**config.mk**
```make
export PLATFORM = sky130hd
export DESIGN_NAME = datamem_arbiter
export DESIGN_NICKNAME = d
export VERILOG_FILES = /design/src/rtl/cpu_mem_pkg.sv /design/src/rtl/datamem_burst_seq.sv /design/src/rtl/datamem_arbiter.sv
export SDC_FILE = /design/constraint.sdc
export NUM_CORES = 1
export LEC_CHECK = 0
export ABC_AREA = 1
export CORE_AREA = 2 2 600 602
export CTS_CLUSTER_DIAMETER = 60
export DETAILED_ROUTE_END_ITERATION = 12
export DIE_AREA = 0 0 602 604
export PLACE_DENSITY_LB_ADDON = 0.25
export SETUP_SLACK_MARGIN = 0.5
export SLEW_MARGIN = 25
export SYNTH_ARGS = -nofsm -noshare
export SYNTH_HDL_FRONTEND = slang
export SYNTH_SLANG_ARGS = --single-unit
```
**constraint.sdc**
```tcl
create_clock -name clk -period 3 [get_ports clk]
set_input_delay 0.3 -clock clk [delete_from_list [all_inputs] [get_ports clk]]
set_output_delay 0.3 -clock clk [all_outputs]
set_load 0.01 [all_outputs]
```
**src/rtl/cpu_mem_pkg.sv**
```systemverilog
// Shared data-memory definitions: memory size, arbiter states and the
// hash/accelerator control block base addresses.
package cpu_mem_pkg;
  localparam int MEM_SIZE = 65536;
  localparam logic [15:0] HCB_BASE = 16'h5000;
  localparam logic [15:0] ACB_BASE = 16'h6000;

  typedef enum logic [1:0] {IDLE, BURST, ACK} arb_state_t;
endpackage

```
**src/rtl/datamem_burst_seq.sv**
```systemverilog
// Splits an accelerator hash result into BURST_WORDS word writes, yielding
// to CPU writes for at most STARVE_MAX consecutive cycles.
module datamem_burst_seq
  import cpu_mem_pkg::*;
#(
  parameter int MEM_SIZE    = cpu_mem_pkg::MEM_SIZE,
  parameter int BURST_WORDS = 8,
  parameter int STARVE_MAX  = 4
) (
  input  logic                      clk,
  input  logic                      rst_n,
  input  logic                      start_req,
  input  logic [15:0]               start_addr,
  input  logic [32*BURST_WORDS-1:0] start_data,
  input  logic                      cpu_wr,
  output logic                      wr_en,
  output logic [15:0]               wr_addr,
  output logic [31:0]               wr_data,
  output logic                      busy,
  output logic                      ack,
  output logic                      range_err
);
  localparam int IDX_W = $clog2(BURST_WORDS);
  localparam int ST_W  = $clog2(STARVE_MAX + 1);

  arb_state_t                state_q;
  logic [IDX_W-1:0]          idx_q;
  logic [ST_W-1:0]           starve_q;
  logic [15:0]               base_q;
  logic [32*BURST_WORDS-1:0] data_q;
  logic                      cpu_wins;
  logic                      start_ok;

  assign start_ok  = (32'(start_addr) + 32'(4 * BURST_WORDS)) <= 32'(MEM_SIZE);
  assign range_err = (state_q == IDLE) && start_req && !start_ok;
  assign cpu_wins  = cpu_wr && (starve_q < ST_W'(STARVE_MAX));
  assign wr_en     = (state_q == BURST) && !cpu_wins;
  assign wr_addr   = base_q + (16'(idx_q) << 2);
  assign wr_data   = data_q[32*idx_q +: 32];

  always_ff @(posedge clk or negedge rst_n) begin
    if (!rst_n) begin
      state_q  <= IDLE;
      idx_q    <= '0;
      starve_q <= '0;
      base_q   <= '0;
      data_q   <= '0;
      busy     <= 1'b0;
      ack      <= 1'b0;
    end else begin
      case (state_q)
        IDLE: begin
          ack <= 1'b0;
          if (start_req && start_ok) begin
            base_q   <= start_addr;
            data_q   <= start_data;
            idx_q    <= '0;
            starve_q <= '0;
            busy     <= 1'b1;
            state_q  <= BURST;
          end
        end
        BURST: begin
          if (cpu_wins) begin
            starve_q <= starve_q + 1'b1;
          end else begin
            starve_q <= '0;
            idx_q    <= idx_q + 1'b1;
            if (idx_q == IDX_W'(BURST_WORDS - 1)) begin
              ack     <= 1'b1;
              state_q <= ACK;
            end
          end
        end
        ACK: begin
          ack     <= 1'b0;
          busy    <= 1'b0;
          state_q <= IDLE;
        end
        default: state_q <= IDLE;
      endcase
    end
  end
endmodule

```
**src/rtl/datamem_arbiter.sv**
```systemverilog
// Arbitrates the single data-memory write slot between CPU and SHA
// accelerator, range-checks all requests and registers read data.
module datamem_arbiter
  import cpu_mem_pkg::*;
#(
  parameter int MEM_SIZE    = cpu_mem_pkg::MEM_SIZE,
  parameter int BURST_WORDS = 8,
  parameter int STARVE_MAX  = 4
) (
  input  logic                      clk,
  input  logic                      rst_n,
  input  logic                      cpu_req,
  input  logic                      cpu_we,
  input  logic [15:0]               cpu_addr,
  input  logic [31:0]               cpu_wdata,
  output logic                      cpu_gnt,
  output logic [31:0]               cpu_rdata,
  output logic                      cpu_rvalid,
  input  logic                      acc_wr_req,
  input  logic [15:0]               acc_wr_addr,
  input  logic [32*BURST_WORDS-1:0] acc_wr_data,
  output logic                      acc_busy,
  output logic                      acc_wr_ack,
  input  logic                      acc_rd_req,
  input  logic [15:0]               acc_rd_addr,
  output logic [511:0]              acc_rd_data,
  output logic                      acc_rd_valid,
  output logic [15:0]               mem_cpu_addr,
  output logic [31:0]               mem_cpu_wrt_data,
  output logic                      mem_cpu_wrt_en,
  output logic                      mem_cpu_rd_en,
  input  logic [31:0]               mem_cpu_rd_data,
  output logic [15:0]               mem_accel_addr,
  output logic [31:0]               mem_accel_wrt_data,
  output logic                      mem_accel_wrt_en,
  output logic                      mem_accel_rd_en,
  input  logic [511:0]              mem_accel_rd_data,
  input  logic                      mem_err,
  output logic                      err
);
  logic        acc_wr_en;
  logic [15:0] acc_wr_word_addr;
  logic        burst_range_err;
  logic        cpu_ok;
  logic        acc_rd_ok;

  datamem_burst_seq #(
    .MEM_SIZE   (MEM_SIZE),
    .BURST_WORDS(BURST_WORDS),
    .STARVE_MAX (STARVE_MAX)
  ) u_seq (
    .clk       (clk),
    .rst_n     (rst_n),
    .start_req (acc_wr_req),
    .start_addr(acc_wr_addr),
    .start_data(acc_wr_data),
    .cpu_wr    (cpu_req && cpu_we),
    .wr_en     (acc_wr_en),
    .wr_addr   (acc_wr_word_addr),
    .wr_data   (mem_accel_wrt_data),
    .busy      (acc_busy),
    .ack       (acc_wr_ack),
    .range_err (burst_range_err)
  );

  assign cpu_ok    = 32'(cpu_addr) <= 32'(MEM_SIZE - 4);
  assign acc_rd_ok = 32'(acc_rd_addr) <= 32'(MEM_SIZE - 64);

  assign cpu_gnt          = cpu_req && !(cpu_we && acc_wr_en);
  assign mem_cpu_addr     = cpu_addr;
  assign mem_cpu_wrt_data = cpu_wdata;
  assign mem_cpu_wrt_en   = cpu_gnt && cpu_we && cpu_ok;
  assign mem_cpu_rd_en    = cpu_gnt && !cpu_we && cpu_ok;

  // The accelerator port has one address; a burst write owns it that cycle.
  assign mem_accel_wrt_en = acc_wr_en;
  assign mem_accel_addr   = acc_wr_en ? acc_wr_word_addr : acc_rd_addr;
  assign mem_accel_rd_en  = acc_rd_req && acc_rd_ok;

  always_ff @(posedge clk or negedge rst_n) begin
    if (!rst_n) begin
      cpu_rdata    <= '0;
      cpu_rvalid   <= 1'b0;
      acc_rd_data  <= '0;
      acc_rd_valid <= 1'b0;
      err          <= 1'b0;
    end else begin
      cpu_rvalid   <= cpu_gnt && !cpu_we;
      cpu_rdata    <= (cpu_gnt && !cpu_we && cpu_ok) ? mem_cpu_rd_data : '0;
      acc_rd_valid <= acc_rd_req;
      acc_rd_data  <= (acc_rd_req && acc_rd_ok) ? mem_accel_rd_data : '0;
      err          <= mem_err || burst_range_err
                      || (cpu_req && !cpu_ok)
                      || (acc_rd_req && !acc_rd_ok);
    end
  end
endmodule

```
==> summary.txt, run 1 <==
Outcome
  – Outcome: complete, but fails checks
  – Failing checks: setup timing

Power and ir drop
  – Cell Int Power: 32500 uW
  – Combinational power share: 0.392
  – Clock share of power: 0.314
  – Leak: 0.0302 uW
  – Worst VDD drop: 0.000426 V
  – Sw power: 19100 uW
  – Sw Share: 0.370
  – Sequential Power Share: 0.294
  – PD cells: 777 mW/mm2

Synthesis
  – Async S/R FF share, synth: 1.00
  – Register area share after synthesis: 0.639
  – Top post-synthesis cells by area: dfrtp_1, nor2_1, nand2_1
  – Synth warn: 0
  – Adder-Cell Fraction of Synth Area: 0.00332
  – Cell variety after synth: 33
  – Simple-gate share of the synthesized area: 0.212
  – Post-synth top area share: 0.639
  – EDFF count, synth: 0
  – Main combinational cell family by area after synthesis: simple AND/OR/NAND/NOR gates
  – Mux contribution to synthesized area: 0
  – Synth Area in Compound Gates: 0.0370
  – Post-Synth XOR/XNOR Area: 0.00162
  – Syn nets: 4503
  – Post-synthesis cell area: 0.0325 mm2
  – Number of synthesized register bits: 829
  – Syn avg cell area: 9.00 um2
  – Most used DFF post-synth: dfrtp_1
  – Synth Instances: 3608
  – Yosys top cell by area: dfrtp_1

Placed design
  – DP Cell Count: 9771
  – Pre-CTS setup slack: -0.229 ns
  – DP HPWL: 234000 um
  – Final GP Congestion: 0.917
  – PortBufs: 1472
  – Placed cell areas: 0.0538 mm2

Timing
  – Final hold violations: 0
  – RSZ-0062 raised after global routing: true
  – Max Clock Skew: 0.0772 ns
  – Slew margin rel.: 0.457
  – Final period util: 1.03
  – Setup TNS: -0.713 ns
  – F_max: 323 MHz
  – Hold Slack: 0.0523 ns
  – Least-Margin Pin Slew: 0.818 ns
  – Post-route setup slack: -0.101 ns
  – Final setup fails: 16
  – Final Slew Violations: 0
  – Final min period: 3.10 ns

GRT
  – Number of global-route vias before repair: 35944
  – Global-route wire length before repair: 361000 um
  – Total gr overflow: 0
  – Total track usage: 0.149
  – Antenna violations before repair: 222
  – Largest net degree at the start of global routing: 97

Setup path
  – Critical Path AT: 2.80 ns
  – CP cell instances: ha_4, inv_2, fa_2, o21ai_4, buf_6, nand3_4, nor2_4, buf_6, nand4_1, nand3_1, nand2_1, buf_2
  – CP Class: reg -> out
  – Crit Path Max Fanout: 4
  – Worst reg-to-reg setup slack: 0.96 ns
  – Cell mode on critical path: buf_6
  – Reg2Reg Depth: 7
  – R2R Path End: u_seq.data_q[191]
  – Critical path startpoint category: flop
  – Critical R2R Launch: u_seq.state_q[0]
  – Largest stage delay, worst path: 0.45 ns
  – CP endpoint kind: primary output
  – WP data required: 2.70 ns
  – Slowest cell on crit path: dfrtp_4

Clocking
  – Worst-path clk slew: 0.05 ns
  – TritonCTS clock tree: yes
  – Clock insertion delay at the later pin of the skew report: 0.83 ns
  – Max Root-Sink Buffers: 4
  – Root buffer cell: clkbuf_16
  – Sink Count: 829
  – CTS Buf Count: 136
  – # H-tree levels: 4

Floorplan
  – Core area: 0.358 mm2
  – Width of the die: 602 um
  – DIE HEIGHT: 604 um
  – Row cnt: 220
  – Die ar.: 0.364 mm2
  – # IOs: 1537
  – Initial Util: 0.0908

Detailed routing
  – Routed Antenna Nets: 0
  – DR vias: 34330
  – Via-per-instance ratio: 3.23
  – Initial drt markers: 2090
  – DRC: 0
  – Total Routed Length: 283000 um
  – Drt pass-1 iters: 5
  – DR WL/cell: 26.7 um

Run
  – Max Cap Violations: 0

Cells and area
  – # nets final: 6591
  – Area growth, synth to finish: 105%
  – Final instance area: 0.0664 mm2
  – Non-Filler Instances: 10629
  – Layout cells sized above 1: 0.136

Min path
  – Worst Hold Class: in -> async
worst max-delay path, delay by kind of cell (launching register included):
kind	cells	cell delay [ns]
buffers and inverters	4	0.40
adders and majority gates	2	0.50
and+or+nand+nor	5	0.43
DFF	1	0.45
AOI/OAI and AO/OA	1	0.18
routing by layer:
layer / up-vias / share of wire / routed length, um / global-route usage
met5: - / 0.00074 / 210 / 0
met4: 34 / 0.039 / 11000 / 0.0514
met3: 590 / 0.056 / 15800 / 0.0323
met2: 1517 / 0.52 / 146000 / 0.273
met1: 17097 / 0.39 / 110000 / 0.170
li1: 15092 / - / - / -
per-stage QoR:
step,util,total power [uW]
after detailed placement,0.150,29100
after global routing,0.186,54200
after global placement,0.150,29200
after floorplan,-,20000
final,0.186,51600
after CTS,0.181,50100
power by group through the flow:
stage	Clock [uW]	Sequential, uW	Combinational (uW)
4_1_cts	16700	15000	18400
5_1_grt	17100	15400	21700
3_3_place_gp	0	15100	14000
6_report	16200	15200	20200
3_5_place_dp	0	15100	14000
2_1_floorplan	0	14500	5510
registers in the layout, summed over array words and instances (netlist names):
signal,flops
u_seq.state_q,2
u_seq.base_q,16
u_seq.starve_q,3
u_seq.idx_q,3
u_seq.ack,1
acc_rd_valid,1
u_seq.data_q,256
err,1
u_seq.busy,1
acc_rd_data,512
cpu_rvalid,1
cpu_rdata,32
cell type report:
| cell class | count | area [um2] |
|---|---|---|
| tap | 4773 | 5970 |
| sequential | 829 | 20800 |
| timing repair inverter | 1 | 30.0 |
| timing repair buffer | 2197 | 22900 |
| multi-input combinational | 1946 | 9840 |
| clock inverter | 60 | 776 |
| clock buffer | 177 | 3740 |
| antenna | 61 | 153 |
| fill | 39808 | 291000 |
| inverter | 585 | 2250 |
cell usage after synthesis (5+ instances only):
master and instances:
buf_4 52, buf_6 5, clkbuf_1 88, nand3_1 286
inv_1 577, nand2_1 603, nand4_1 14, buf_1 5
o21ai_0 137, xor2_1 5, nor2_1 793, nor3_1 5
inv_2 8, ha_1 7, a31oi_1 33, dfrtp_1 829
o21ai_1 14, o22ai_1 32, buf_2 98
cells in the final DEF (no fill, tap or decap), types with 30 or more instances in the layout:
master,Yosys,layout
nor2_2,1,42
inv_1,577,571
o21ai_1,14,60
clkbuf_16,0,143
nand3_1,286,281
nor2_1,793,705
dlygate4sd3_1,0,450
diode_2,0,61
dlygate4sd2_1,0,30
buf_6,5,48
dfrtp_1,829,826
o21ai_0,137,31
o21ai_2,0,41
nand2_1,603,595
clkdlybuf4s50_1,0,1387
buf_12,0,68
nor2_4,0,47
buf_4,52,147
worst max-delay path by stage:
stage | from | to | slack [ns] | depth (start not counted)
after floorplan | u_seq.idx_q[1] | mem_accel_addr[10] | 0.51 | 9
after global placement | u_seq.idx_q[0] | mem_accel_wrt_data[12] | -0.27 | 8
after detailed placement | u_seq.idx_q[0] | mem_accel_wrt_data[12] | -0.23 | 8
after CTS | u_seq.idx_q[0] | mem_accel_wrt_data[3] | -0.25 | 10
after global routing | u_seq.idx_q[0] | mem_accel_addr[14] | -0.28 | 12
final | u_seq.idx_q[0] | mem_accel_addr[14] | -0.10 | 12
cell families (layout without fill, tap and decap cells):
| logic type | after synthesis | count (layout) |
|---|---|---|
| AND/OR/NAND/NOR | 1710 | 1710 |
| buffers and inverters | 833 | 3020 |
| flip-flops | 829 | 829 |
| AO/OA/AOI/OAI | 222 | 222 |
| adder cells (fa/ha/maj) | 8 | 8 |
| XOR/XNOR | 6 | 6 |
| other | 0 | 61 |
timing repair:
action / CTS / global route
resized for setup: 507 / 275
gates cloned: 21 / 8
pin swaps: 81 / 106
hold buffers: 450 / 0
setup buffers: 53 / 28
endpoints found under the hold margin: 540 / 0
setup endpoints to repair: 81 / 81
(Power assumes the default switching activity.)
==> inputs of run 2 (changes only) <==
--- a/config.mk
+++ b/config.mk
@@ -7,6 +7,7 @@
 export LEC_CHECK = 0
 export ABC_AREA = 1
 export CORE_AREA = 2 2 600 602
+export CTS_BUF_LIST = sky130_fd_sc_hd__clkbuf_8
 export CTS_CLUSTER_DIAMETER = 60
 export DETAILED_ROUTE_END_ITERATION = 12
 export DIE_AREA = 0 0 602 604
==> run 2 against run 1 <==
The flow still finishes with violations (setup timing). Utilization grew 0.78 points. Sequential power is essentially flat. Final cell count increased by 4.0%. Sequential share of layout area decreased by 1.2 points. Fmax down 5.2%. First-iteration DRC count rose by 5.0%. Total power is 4.3% lower. Clock power shrank 15%. Critical path depth unchanged.
==> summary.txt, run 2 (synthesis gave the netlist of run 1 again) <==
Outcome
  – Outcome: complete, but fails checks
  – Failing checks: setup timing

Floorplan
  – DIE HEIGHT: 604 um
  – Width of the die: 602 um
  – Row cnt: 220
  – # IOs: 1537
  – Core area: 0.358 mm2
  – Initial Util: 0.0908
  – Die ar.: 0.364 mm2

Setup path
  – Cell mode on critical path: nand2_1
  – R2R Path End: u_seq.data_q[193]
  – WP data required: 2.70 ns
  – Crit Path Max Fanout: 4
  – Largest stage delay, worst path: 0.46 ns
  – Crit path launch: u_seq.idx_q[0]
  – Worst reg-to-reg setup slack: 0.91 ns
  – Crit path max-delay family: adder cells
  – CP bufs+invs: 4
  – CP cell instances: ha_4, inv_2, fa_2, o21ai_4, buf_6, nand3_4, nor2_4, buf_4, nand2_1, nand2_1, a31oi_2, buf_2
  – CP Class: reg -> out
  – Slowest cell on crit path: dfrtp_4
  – Crit path capture: mem_accel_addr[10]
  – CP endpoint kind: primary output
  – Critical Path AT: 2.97 ns
  – Critical path startpoint category: flop
  – Reg2Reg Depth: 7
  – Critical R2R Launch: u_seq.state_q[1]
  – Critical Path Stages: 12

Timing
  – Least-Margin Pin Slew: 0.765 ns
  – Final period util: 1.09
  – Post-route setup slack: -0.269 ns
  – Max Clock Skew: 0.0885 ns
  – Final min period: 3.27 ns
  – Final Slew Violations: 0
  – F_max: 306 MHz
  – Final hold violations: 0
  – Final setup fails: 43
  – Setup TNS: -6.48 ns
  – Slew margin rel.: 0.488
  – RSZ-0062 raised after global routing: true

Power and ir drop
  – Sequential Power Share: 0.307
  – Leak: 0.0317 uW
  – Clock share of power: 0.277
  – PD cells: 714 mW/mm2
  – Combinational power share: 0.416
  – Sw Share: 0.382
  – Power Total: 49400 uW
  – Cell Int Power: 30500 uW
  – Sw power: 18900 uW
  – Worst VDD drop: 0.000419 V

Cells and area
  – Util after Layout: 0.194
  – Largest regs: acc_rd_data (512), u_seq.data_q (256), cpu_rdata (32)
  – Layout cells sized above 1: 0.139
  – Reg with most FFs: acc_rd_data
  – Area growth, synth to finish: 113%
  – Commonest cells after routing, fill and taps aside: clkdlybuf4s50_1, dfrtp_1, dlygate4sd3_1, nor2_1, inv_1
  – Largest register FFs: 512
  – # nets final: 6988
  – Most common cell after layout, fill and taps aside: clkdlybuf4s50_1

GRT
  – Total gr overflow: 0
  – Global-route wire length before repair: 364000 um
  – Total track usage: 0.150
  – Number of global-route vias before repair: 37750
  – Antenna violations before repair: 189
  – Largest net degree at the start of global routing: 97

Clocking
  – Max Root-Sink Buffers: 4
  – TritonCTS clock tree: yes
  – Worst-path clk slew: 0.06 ns
  – Clock insertion delay at the later pin of the skew report: 0.96 ns
  – Sink Count: 829
  – Root buffer cell: clkbuf_8
  – # H-tree levels: 4
  – CTS Buf Count: 181

Placed design
  – Final GP Congestion: 0.917
  – PortBufs: 1472
  – DP HPWL: 234000 um

Detailed routing
  – DR WL/cell: 25.7 um
  – Via-per-instance ratio: 3.23
  – Total Routed Length: 285000 um
  – Initial drt markers: 2195
  – DRC: 0
  – Routed Antenna Nets: 0
  – DR vias: 35688
  – Drt pass-1 iters: 5

Min path
  – Worst Hold Class: in -> reg

Run
  – Max Cap Violations: 0
==> run 2: per-layer routing <==
layer | vias up | share of wire | GRT usage
li1 | 15874 | - | -
met1 | 17675 | 0.39 | 0.171
met2 | 1509 | 0.52 | 0.275
met3 | 600 | 0.054 | 0.0312
met4 | 30 | 0.041 | 0.0479
met5 | - | 0.00065 | 0
==> run 2: worst register-to-register path, cell delays in order, from the launching register on <==
cell and delay, ns:
dfrtp_1 0.41, buf_4 0.16, nor2_1 0.09, nand2_1 0.15
inv_8 0.26, buf_12 0.44, nand3_1 0.32, nand2_1 0.11
==> run 2: per-stage QoR <==
step | hold WS, ns | setup WS [ns] | instances | area (um2)
after global placement | 0.350 | -0.270 | 9771 | 53800
after global routing | 0.0213 | -0.480 | 11021 | 69100
after CTS | 0.0000251 | -0.477 | 10956 | 67500
after detailed placement | 0.323 | -0.229 | 9771 | 53800
final | 0.0922 | -0.269 | 11057 | 69200
after floorplan | 0.00441 | 0.514 | 3608 | 32500
==> run 2: how the worst min path moves through the flow <==
stage                            from          endpoint  cells after the start
2_1_floorplan                   rst_n    acc_rd_data[0]                      0
3_3_place_gp                    rst_n  u_seq.data_q[53]                      1
3_5_place_dp                    rst_n  u_seq.data_q[53]                      1
4_1_cts        mem_accel_rd_data[302]  acc_rd_data[302]                      3
5_1_grt        mem_accel_rd_data[320]  acc_rd_data[320]                      3
6_report       mem_accel_rd_data[320]  acc_rd_data[320]                      3
==> run 2: repair_timing <==
item / 4_1_cts / 5_1_grt
setup endpoints to repair: 117 / 163
pin swaps: 70 / 99
hold buffers: 801 / 0
endpoints found under the hold margin: 1436 / 0
cloned: 16 / 13
buffers inserted: 48 / 34
gates resized for setup: 589 / 262
==> run 2: cell type report <==
class / count / area, um2
fillers: 39743 / 288000
clock inverters: 103 / 865
flip-flops and latches: 829 / 20800
inverters: 585 / 2250
well taps: 4773 / 5970
repair buffers: 2549 / 26400
clock buffers: 217 / 2990
multi-input cells: 1946 / 9790
diodes: 54 / 135
repair inverters: 1 / 30.0
==> run 2: power by group through the flow <==
stage               registers [uW]  clock network [uW]  logic [uW]
floorplan                    14500                   0        5510
global placement             15100                   0       14000
detailed placement           15100                   0       14000
CTS                          15000               14200       18400
global route                 15300               14600       22000
finish                       15200               13700       20500
==> inputs of run 3 (changes only) <==
--- a/config.mk
+++ b/config.mk
@@ -12,7 +12,9 @@
 export DETAILED_ROUTE_END_ITERATION = 12
 export DIE_AREA = 0 0 602 604
 export PLACE_DENSITY_LB_ADDON = 0.25
+export REMOVE_ABC_BUFFERS = 1
 export SETUP_SLACK_MARGIN = 0.5
+export SKIP_CTS_REPAIR_TIMING = 1
 export SLEW_MARGIN = 25
 export SYNTH_ARGS = -nofsm -noshare
 export SYNTH_HDL_FRONTEND = slang
==> run 3 against run 2 <==
The run still ends with setup timing left. Final cell count down 0.78%. Register-to-register slack better by 0.05 ns. Critical endpoint is now mem_accel_wrt_data[23]. Worst hold slack worse by 0.011 ns. Critical path type unchanged. Worst setup slack better by 0.033 ns.
==> summary.txt, run 3 (synthesis gave the netlist of run 1 again) <==
Outcome
  – Outcome: complete, but fails checks
  – Failing checks: setup timing

Min path
  – Worst Hold Class: in -> reg
  – Hold Crit Endpoint: u_seq.base_q[7]
  – Hold path startpoint: acc_wr_addr[7]
  – Hold depth: 3

Timing
  – F_max: 309 MHz
  – Final hold violations: 0
  – Final period util: 1.08
  – Final Slew Violations: 0
  – Final setup fails: 32
  – RSZ-0062 raised after global routing: true
  – Post-route setup slack: -0.236 ns
  – Hold Slack: 0.0816 ns
  – Max Clock Skew: 0.105 ns
  – Final min period: 3.24 ns
  – Least-Margin Pin Slew: 1.04 ns
  – Slew margin rel.: 0.307

Setup path
  – Critical path startpoint category: flop
  – Worst reg-to-reg setup slack: 0.96 ns
  – CP Class: reg -> out
  – Reg2Reg Depth: 7
  – Critical Path AT: 2.94 ns
  – R2R Path End: u_seq.data_q[41]
  – Crit Path Max Fanout: 49
  – WP data required: 2.70 ns
  – Critical R2R Launch: u_seq.state_q[1]
  – CP endpoint kind: primary output

Cells and area
  – Util after Layout: 0.188
  – Commonest cells after routing, fill and taps aside: clkdlybuf4s50_1, dfrtp_1, nor2_1, dlygate4sd3_1, inv_1
  – Fill cells: 39884
  – Non-Filler Instances: 10971
  – Largest regs: acc_rd_data (512), u_seq.data_q (256), cpu_rdata (32)
  – Area growth, synth to finish: 107%
  – # nets final: 6889
  – Most common cell after layout, fill and taps aside: clkdlybuf4s50_1
  – Layout cells sized above 1: 0.109
  – Largest register FFs: 512
  – Reg with most FFs: acc_rd_data

Power and ir drop
  – Worst VDD drop: 0.000384 V
  – PD cells: 688 mW/mm2
  – Leak: 0.0317 uW

Placed design
  – DP HPWL: 218000 um
  – Final GP Congestion: 0.984
  – Pre-CTS setup slack: 0.101 ns
  – PortBufs: 1472
  – DP Cell Count: 9744

Detailed routing
  – Drt pass-1 iters: 5
  – Routed Antenna Nets: 0
  – Initial drt markers: 2064
  – Total Routed Length: 277000 um
  – Via-per-instance ratio: 3.18
  – DR vias: 34840
  – DR WL/cell: 25.3 um
  – DRC: 0

Floorplan
  – Die ar.: 0.364 mm2
  – DIE HEIGHT: 604 um
  – Initial Util: 0.0908
  – Width of the die: 602 um
  – Core area: 0.358 mm2
  – Row cnt: 220
  – # IOs: 1537

Run
  – Max Cap Violations: 0

Clocking
  – Sink Count: 829
  – CTS Buf Count: 188
  – Root buffer cell: clkbuf_8
  – TritonCTS clock tree: yes
  – # H-tree levels: 4
  – Worst-path clk slew: 0.06 ns
  – Clock insertion delay at the later pin of the skew report: 1.02 ns
  – Max Root-Sink Buffers: 4

GRT
  – Antenna violations before repair: 158
  – Global-route wire length before repair: 341000 um
  – Largest net degree at the start of global routing: 87
  – Total track usage: 0.142
  – Number of global-route vias before repair: 33422
  – Total gr overflow: 0
[run 3: layer usage]
| layer | GRT usage | vias to the layer above | wire (um) |
|---|---|---|---|
| li1 | - | 15676 | - |
| met1 | 0.135 | 16955 | 94700 |
| met2 | 0.244 | 1653 | 136000 |
| met3 | 0.0959 | 516 | 36700 |
| met4 | 0.0397 | 40 | 9040 |
| met5 | 0.0194 | - | 1220 |
[run 3: cell type report]
cell class,instances,area [um2],area share
repair buffers,2444,25200,0.375
clock buffers,233,3210,0.0478
clock inverters,102,857,0.0128
diodes,59,148,0.00220
multi-input cells,1946,8740,0.130
flip-flops and latches,829,20800,0.309
well taps,4773,5970,0.0890
inverters,585,2250,0.0335
[run 3: worst max path at each step]
stage / cells after the start / endpoint / slack [ns] / start
after global placement: 9 / mem_accel_wrt_data[25] / 0.05 / u_seq.idx_q[0]
after global routing: 7 / mem_accel_wrt_data[23] / -0.46 / u_seq.idx_q[1]
after detailed placement: 9 / mem_accel_wrt_data[25] / 0.10 / u_seq.idx_q[0]
after floorplan: 5 / mem_accel_rd_en / -14.61 / acc_rd_addr[9]
final: 7 / mem_accel_wrt_data[23] / -0.24 / u_seq.idx_q[1]
after CTS: 9 / mem_accel_wrt_data[25] / -1.02 / u_seq.idx_q[0]
[run 3: critical path: stages, from the launching register on]
cell and delay (ns):
dfrtp_4 0.49, buf_12 0.24, o21ai_0 0.24, o22ai_2 0.19, nor2_1 0.07, a31oi_2 0.23
buf_6 0.20, buf_12 0.11
[run 3: power breakdown]
part	leakage [uW]	total (uW)	internal, uW	switching [uW]
sequential	0.0106	14700	13300	1410
combinational	0.0188	17000	7830	9130
clock	0.00226	14500	8070	6390
[run 3: per-stage QoR]
step                power, uW   TNS, ns  instance area (um2)
global placement        28500         0                53700
finish                  46100     -3.77                67100
floorplan               20100  -9152.36                31200
detailed placement      28500         0                53700
CTS                     43600    -34.34                57700
global route            49100    -12.12                67100
